<file path="src/rtl/muldiv_unit.sv">
// Iterative RV32M/RV64M multiply/divide unit: shift-add multiply, restoring divide, one bit per cycle.
// Optional MULDIV_EARLY_OUT_EN: zero-operand requests complete in one cycle.
module muldiv_unit #(
    parameter int XLEN = 32
) (
    input  logic            clk,
    input  logic            rst_n,
    input  logic            in_valid,
    output logic            in_ready,
    input  logic [2:0]      operation,
    input  logic [XLEN-1:0] in_0,
    input  logic [XLEN-1:0] in_1,
    output logic            out_valid,
    input  logic            out_ready,
    output logic [XLEN-1:0] out,
    output logic            busy
);
    localparam int CNT_W = $clog2(XLEN) + 1;
    localparam logic [CNT_W-1:0] CNT_INIT = CNT_W'(XLEN);

    typedef enum logic [1:0] {IDLE, CALC, DONE} state_t;

    state_t              state, state_next;
    logic [CNT_W-1:0]    cnt, cnt_next;
    logic [2:0]          op, op_next;
    logic                neg, neg_next;
    logic [XLEN-1:0]     opa, opa_next;
    logic [2*XLEN-1:0]   acc, acc_next;
    logic [XLEN-1:0]     out_next;

    logic                is_div, sign_0, sign_1, neg_in, signed_ovf;
    logic [XLEN-1:0]     mag_0, mag_1;
    logic [XLEN:0]       mul_sum, div_trial;
    logic [2*XLEN-1:0]   step;

    // Apply the deferred sign to the magnitude result and pick the requested half.
    function automatic logic [XLEN-1:0] fix_sign(input logic [2:0] f_op, input logic f_neg,
                                                  input logic [2*XLEN-1:0] f_acc);
        logic [2*XLEN-1:0] prod;
        logic [XLEN-1:0]   quo, rem, res;
        prod = f_neg ? -f_acc : f_acc;
        quo  = f_neg ? -f_acc[XLEN-1:0] : f_acc[XLEN-1:0];
        rem  = f_neg ? -f_acc[2*XLEN-1:XLEN] : f_acc[2*XLEN-1:XLEN];
        case (f_op)
            3'd0:               res = prod[XLEN-1:0];
            3'd1, 3'd2, 3'd3:   res = prod[2*XLEN-1:XLEN];
            3'd4, 3'd5:         res = quo;
            default:            res = rem;
        endcase
        return res;
    endfunction

    assign is_div     = operation[2];
    assign sign_0     = (is_div ? ~operation[0] : (operation != 3'd3)) & in_0[XLEN-1];
    assign sign_1     = (is_div ? ~operation[0] : ~operation[1]) & in_1[XLEN-1];
    assign mag_0      = sign_0 ? -in_0 : in_0;
    assign mag_1      = sign_1 ? -in_1 : in_1;
    // Remainder follows the dividend; everything else follows the product of signs.
    assign neg_in     = (is_div && operation[1]) ? sign_0 : (sign_0 ^ sign_1);
    assign signed_ovf = is_div && !operation[0] && (in_0 == {1'b1, {(XLEN-1){1'b0}}})
                        && (in_1 == {XLEN{1'b1}});

    assign in_ready  = (state == IDLE);
    assign out_valid = (state == DONE);
    assign busy      = (state != IDLE);

    // acc holds {partial product, multiplier} or {partial remainder, dividend/quotient}
    always_comb begin
        mul_sum   = {1'b0, acc[2*XLEN-1:XLEN]} + (acc[0] ? {1'b0, opa} : '0);
        div_trial = acc[2*XLEN-1:XLEN-1] - {1'b0, opa};
        if (!op[2])
            step = {mul_sum, acc[XLEN-1:1]};
        else if (!div_trial[XLEN])
            step = {div_trial[XLEN-1:0], acc[XLEN-2:0], 1'b1};
        else
            step = {acc[2*XLEN-2:0], 1'b0};
    end

    always_comb begin
        state_next = state;
        cnt_next   = cnt;
        op_next    = op;
        neg_next   = neg;
        opa_next   = opa;
        acc_next   = acc;
        out_next   = out;
        case (state)
            IDLE: begin
                if (in_valid) begin
                    op_next    = operation;
                    neg_next   = neg_in;
                    opa_next   = is_div ? mag_1 : mag_0;
                    acc_next   = {{XLEN{1'b0}}, (is_div ? mag_0 : mag_1)};
                    cnt_next   = CNT_INIT;
                    state_next = CALC;
                    if (is_div && (in_1 == '0)) begin
                        cnt_next   = '0;
                        state_next = DONE;
                        out_next   = operation[1] ? in_0 : {XLEN{1'b1}};
                    end else if (signed_ovf) begin
                        cnt_next   = '0;
                        state_next = DONE;
                        out_next   = operation[1] ? '0 : in_0;
                    end
`ifdef MULDIV_EARLY_OUT_EN
                    else if ((!is_div && ((in_0 == '0) || (in_1 == '0))) ||
                             (is_div && (in_0 == '0))) begin
                        cnt_next   = '0;
                        state_next = DONE;
                        out_next   = '0;
                    end
`else
                    else begin
                        state_next = CALC;
                    end
`endif
                end
            end
            CALC: begin
                acc_next = step;
                cnt_next = cnt - CNT_W'(1);
                if (cnt == CNT_W'(1)) begin
                    state_next = DONE;
                    out_next   = fix_sign(op, neg, step);
                end
            end
            DONE: begin
                if (out_ready)
                    state_next = IDLE;
            end
            default: state_next = IDLE;
        endcase
    end

    always_ff @(posedge clk or negedge rst_n) begin
        if (!rst_n) begin
            state <= IDLE;
            cnt   <= '0;
            op    <= '0;
            neg   <= 1'b0;
            opa   <= '0;
            acc   <= '0;
            out   <= '0;
        end else begin
            state <= state_next;
            cnt   <= cnt_next;
            op    <= op_next;
            neg   <= neg_next;
            opa   <= opa_next;
            acc   <= acc_next;
            out   <= out_next;
        end
    end
endmodule

</file>
<file path="config.mk">
export PLATFORM = sky130hd
export DESIGN_NAME = muldiv_unit
export DESIGN_NICKNAME = d
export VERILOG_FILES = /design/src/rtl/muldiv_unit.sv
export SDC_FILE = /design/constraint.sdc
export NUM_CORES = 1
export LEC_CHECK = 0
export ABC_AREA = 1
export CAP_MARGIN = 20
export CORE_MARGIN = 3
export CORE_UTILIZATION = 24
export CTS_BUF_LIST = sky130_fd_sc_hd__clkbuf_2
export DETAILED_ROUTE_END_ITERATION = 8
export GPL_TIMING_DRIVEN = 0
export HOLD_SLACK_MARGIN = 0.05
export PLACE_DENSITY_LB_ADDON = 0.25
export REMOVE_ABC_BUFFERS = 1
export SYNTH_ARGS = -nofsm -noshare
export SYNTH_HDL_FRONTEND = slang
export SYNTH_SLANG_ARGS = --single-unit
</file>
<file path="constraint.sdc">
create_clock -name clk -period 5.4 [get_ports clk]
set_input_delay 1.08 -clock clk [delete_from_list [all_inputs] [get_ports clk]]
set_output_delay 1.08 -clock clk [all_outputs]
set_load 0.01 [all_outputs]
</file>
==> impl_metrics.json <==
{
  "yosysTopAreaCellShare": 0.205,
  "antenna_found_initial": 1,
  "ys_warn_count": 0,
  "layoutNonFillerInstCount": 4223,
  "synth_edf_count": 0,
  "clk_pin_slew_ns": 0.26,
  "cp.arrival_ns": 5.96,
  "hold_violations": 0,
  "crit_buf_inv": 4,
  "hpwl_um": 66000,
  "design_area_um2": 20900,
  "min_period_ns": 5.11,
  "cts_tree": "done",
  "grt_overflow": 0,
  "place_inst": 4165,
  "finalCritPeriodShare": 0.947,
  "clock_latency_ns": 0.94,
  "cts_made_buffers": 17,
  "boundaryPins": 106,
  "grt_max_degree": 85,
  "grt.total_usage": 0.206,
  "grt_setup_unrepaired": "no",
  "core_um2": 74700,
  "finalSetupViolCount": 0,
  "fin_worst_skew_ns": 0.0493,
  "grt_pass1_wl_um": 123000,
  "ys_top_cells_by_area": "nand2_1, dfrtp_1, inv_1",
  "io_buffers": 105,
  "peakVddDrop_mv": 0.414,
  "final_common_cell": "nand2_1",
  "ys_types": 54,
  "syn_area_um2": 18200,
  "wl_um": 82400,
  "required_ns": 6.24,
  "worst_pin_slew_ns": 1.09,
  "worstSetupStartpointType": "register",
  "r2r_slack_ns": 0.29,
  "fmax_mhz": 196,
  "outcome": "complete, no violations",
  "cts-htree-levels": 4,
  "synthArstFlopShare": 1.00,
  "place.gp.congestion": 0.958,
  "synth-seq-area-share": 0.193,
  "antenna_left": 0,
  "crit_top_cell": "nand2_2",
  "cellPowerDensity_nw_per_um2": 686,
  "layout_common_cells": "nand2_1, inv_1, nor2_1",
  "die_y_um": 281,
  "cts_root_buf": "clkbuf_2",
  "maxSlewViolCount": 0,
  "dieWidth_um": 281,
  "crit_path_top_delay_cell": "dfrtp_1",
  "dpl_cell_area_um2": 20300,
  "fill_cells": 8539,
  "dieArea_um2": 79100,
  "clkSinkCount": 140,
  "endpoint_kind": "register",
  "synth_top_area_cell": "nand2_1",
  "dr.pass1.iters": 6,
  "drcViolationCount": 0,
  "netlist_instances": 3187,
  "power_uw": 14300,
  "synth.avg_cell_area_um2": 5.71,
  "max_stage_delay_ns": 0.60,
  "yosys_most_used_dff": "dfrtp_1",
  "max-slew-margin-rel": 0.274,
  "cpLargestDelayFamily": "simple AND/OR/NAND/NOR gates",
  "leakagePower_uw": 0.0103,
  "fin_setup_tns_ns": 0,
  "rows": 100,
  "grt_pass1_vias": 19986,
  "initial_core_util": 0.243,
  "viasPerCell": 4.94,
  "nets": 3382,
  "vias": 20863,
  "clock_path_buffers": 2,
  "hold_path_class": "register to register",
  "areaGrowthSynthToFinish_pct": 14.9,
  "layout-drive-gt1-share": 0.0664,
  "detail_route.wl_per_cell_um": 19.5,
  "drt_iter0_markers": 1806,
  "cap_violations": 0,
  "yosys_register_bits": 140,
  "path_class": "register to register",
  "crit_fanout": 13
}
## power by group
| part | internal, uW | total [uW] | leakage [uW] | switching, uW |
|---|---|---|---|---|
| combinational | 3560 | 11600 | 0.00848 | 8020 |
| clock | 221 | 711 | 0.000142 | 490 |
| sequential | 1530 | 2030 | 0.00172 | 505 |
| total | 5310 | 14300 | 0.0103 | 9020 |
## metal layers
metal,GRT usage,share of wire
met5,0,0
met4,0.0774,0.036
met3,0.0150,0.043
met2,0.351,0.47
met1,0.273,0.45
## worst reg2reg max path, delay by kind of cell, from the launching register on
| kind | cells | cell delay, ns |
|---|---|---|
| buffers and inverters | 4 | 0.38 |
| adder cells (fa/ha/maj) | 2 | 0.53 |
| AND/OR/NAND/NOR | 25 | 3.42 |
| flip-flops | 1 | 0.60 |
| AO/OA/AOI/OAI | 1 | 0.09 |
## path summary, 6_finish.rpt
path,endpoint,depth (start not counted),from
min in group asynchronous,out[25]$_DFFE_PN0P_,2,rst_n
max in group asynchronous,op[2]$_DFFE_PN0P_,3,rst_n
hold / removal,out[18]$_DFFE_PN0P_,2,out[18]$_DFFE_PN0P_
setup reg to reg,out[14]$_DFFE_PN0P_,32,opa[12]$_DFFE_PN0P_
setup / recovery,out[14]$_DFFE_PN0P_,32,opa[12]$_DFFE_PN0P_
hold reg to reg,out[18]$_DFFE_PN0P_,2,out[18]$_DFFE_PN0P_
## cell type report
class / instances / area, um^2 / share of cell area
inverters: 474 / 1790 / 0.0859
multi-input cells: 2463 / 12600 / 0.602
clock buffers: 19 / 95.1 / 0.00455
repair buffers: 140 / 1550 / 0.0740
repair inverters: 2 / 12.5 / 0.000599
well taps: 969 / 1210 / 0.0580
clock inverters: 13 / 141 / 0.00677
diodes: 3 / 7.51 / 0.000359
flip-flops and latches: 140 / 3520 / 0.168
## what timing repair did
item	CTS	global route
hold endpoints to repair	29	0
pin swaps	7	9
resized for setup	23	18
buffers inserted	12	8
setup endpoints to repair	30	26
gates cloned	2	0
hold buffers	1	0
## synthesized netlist by cell type, types with 3 or more instances
cell / number
a21o_1: 4
nor3_1: 39
nand2_1: 991
o21ai_2: 6
nor4_1: 8
a21oi_1: 144
nor2_2: 19
nand3_2: 7
nand2_4: 8
buf_1: 16
o2111ai_1: 4
buf_2: 16
inv_1: 460
o21bai_1: 20
nand3b_1: 26
buf_4: 4
a22oi_1: 7
nand3_1: 271
clkbuf_1: 69
o21ai_1: 14
o221ai_1: 19
ha_1: 71
nand2_2: 34
nor2_1: 302
o22ai_1: 33
and2_1: 5
a21oi_4: 3
o21ai_0: 187
inv_2: 10
or2_2: 11
dfrtp_1: 140
o211ai_1: 33
xnor2_1: 19
a21boi_0: 4
a31oi_1: 36
nand4_1: 44
xor2_1: 74
clkinv_1: 4
buf_8: 4
## state kept, by name, summed over array words and instances (netlist names)
signal	count
cnt	6
op	3
state	2
neg	1
out	32
opa	32
acc	64
## logic make-up after synthesis
kind of cell / Yosys count / synth area share
adders and majority gates: 73 / 0.0511
AOI/OAI and AO/OA: 524 / 0.168
DFF: 140 / 0.193
xor gates and xnor gates: 93 / 0.0448
and+or+nand+nor: 1773 / 0.418
buffers and inverters: 584 / 0.125
## per-stage QoR
step           worst slack [ns]  hold WS (ns)   util
2_1_floorplan             -1.57         0.454      -
3_3_place_gp              -9.72         0.469  0.267
3_5_place_dp              -2.53         0.469  0.272
4_1_cts                 0.00846         0.522  0.278
5_1_grt                  0.0280         0.552  0.280
6_report                  0.285         0.515  0.280
Power figures use the tool's default switching activity.
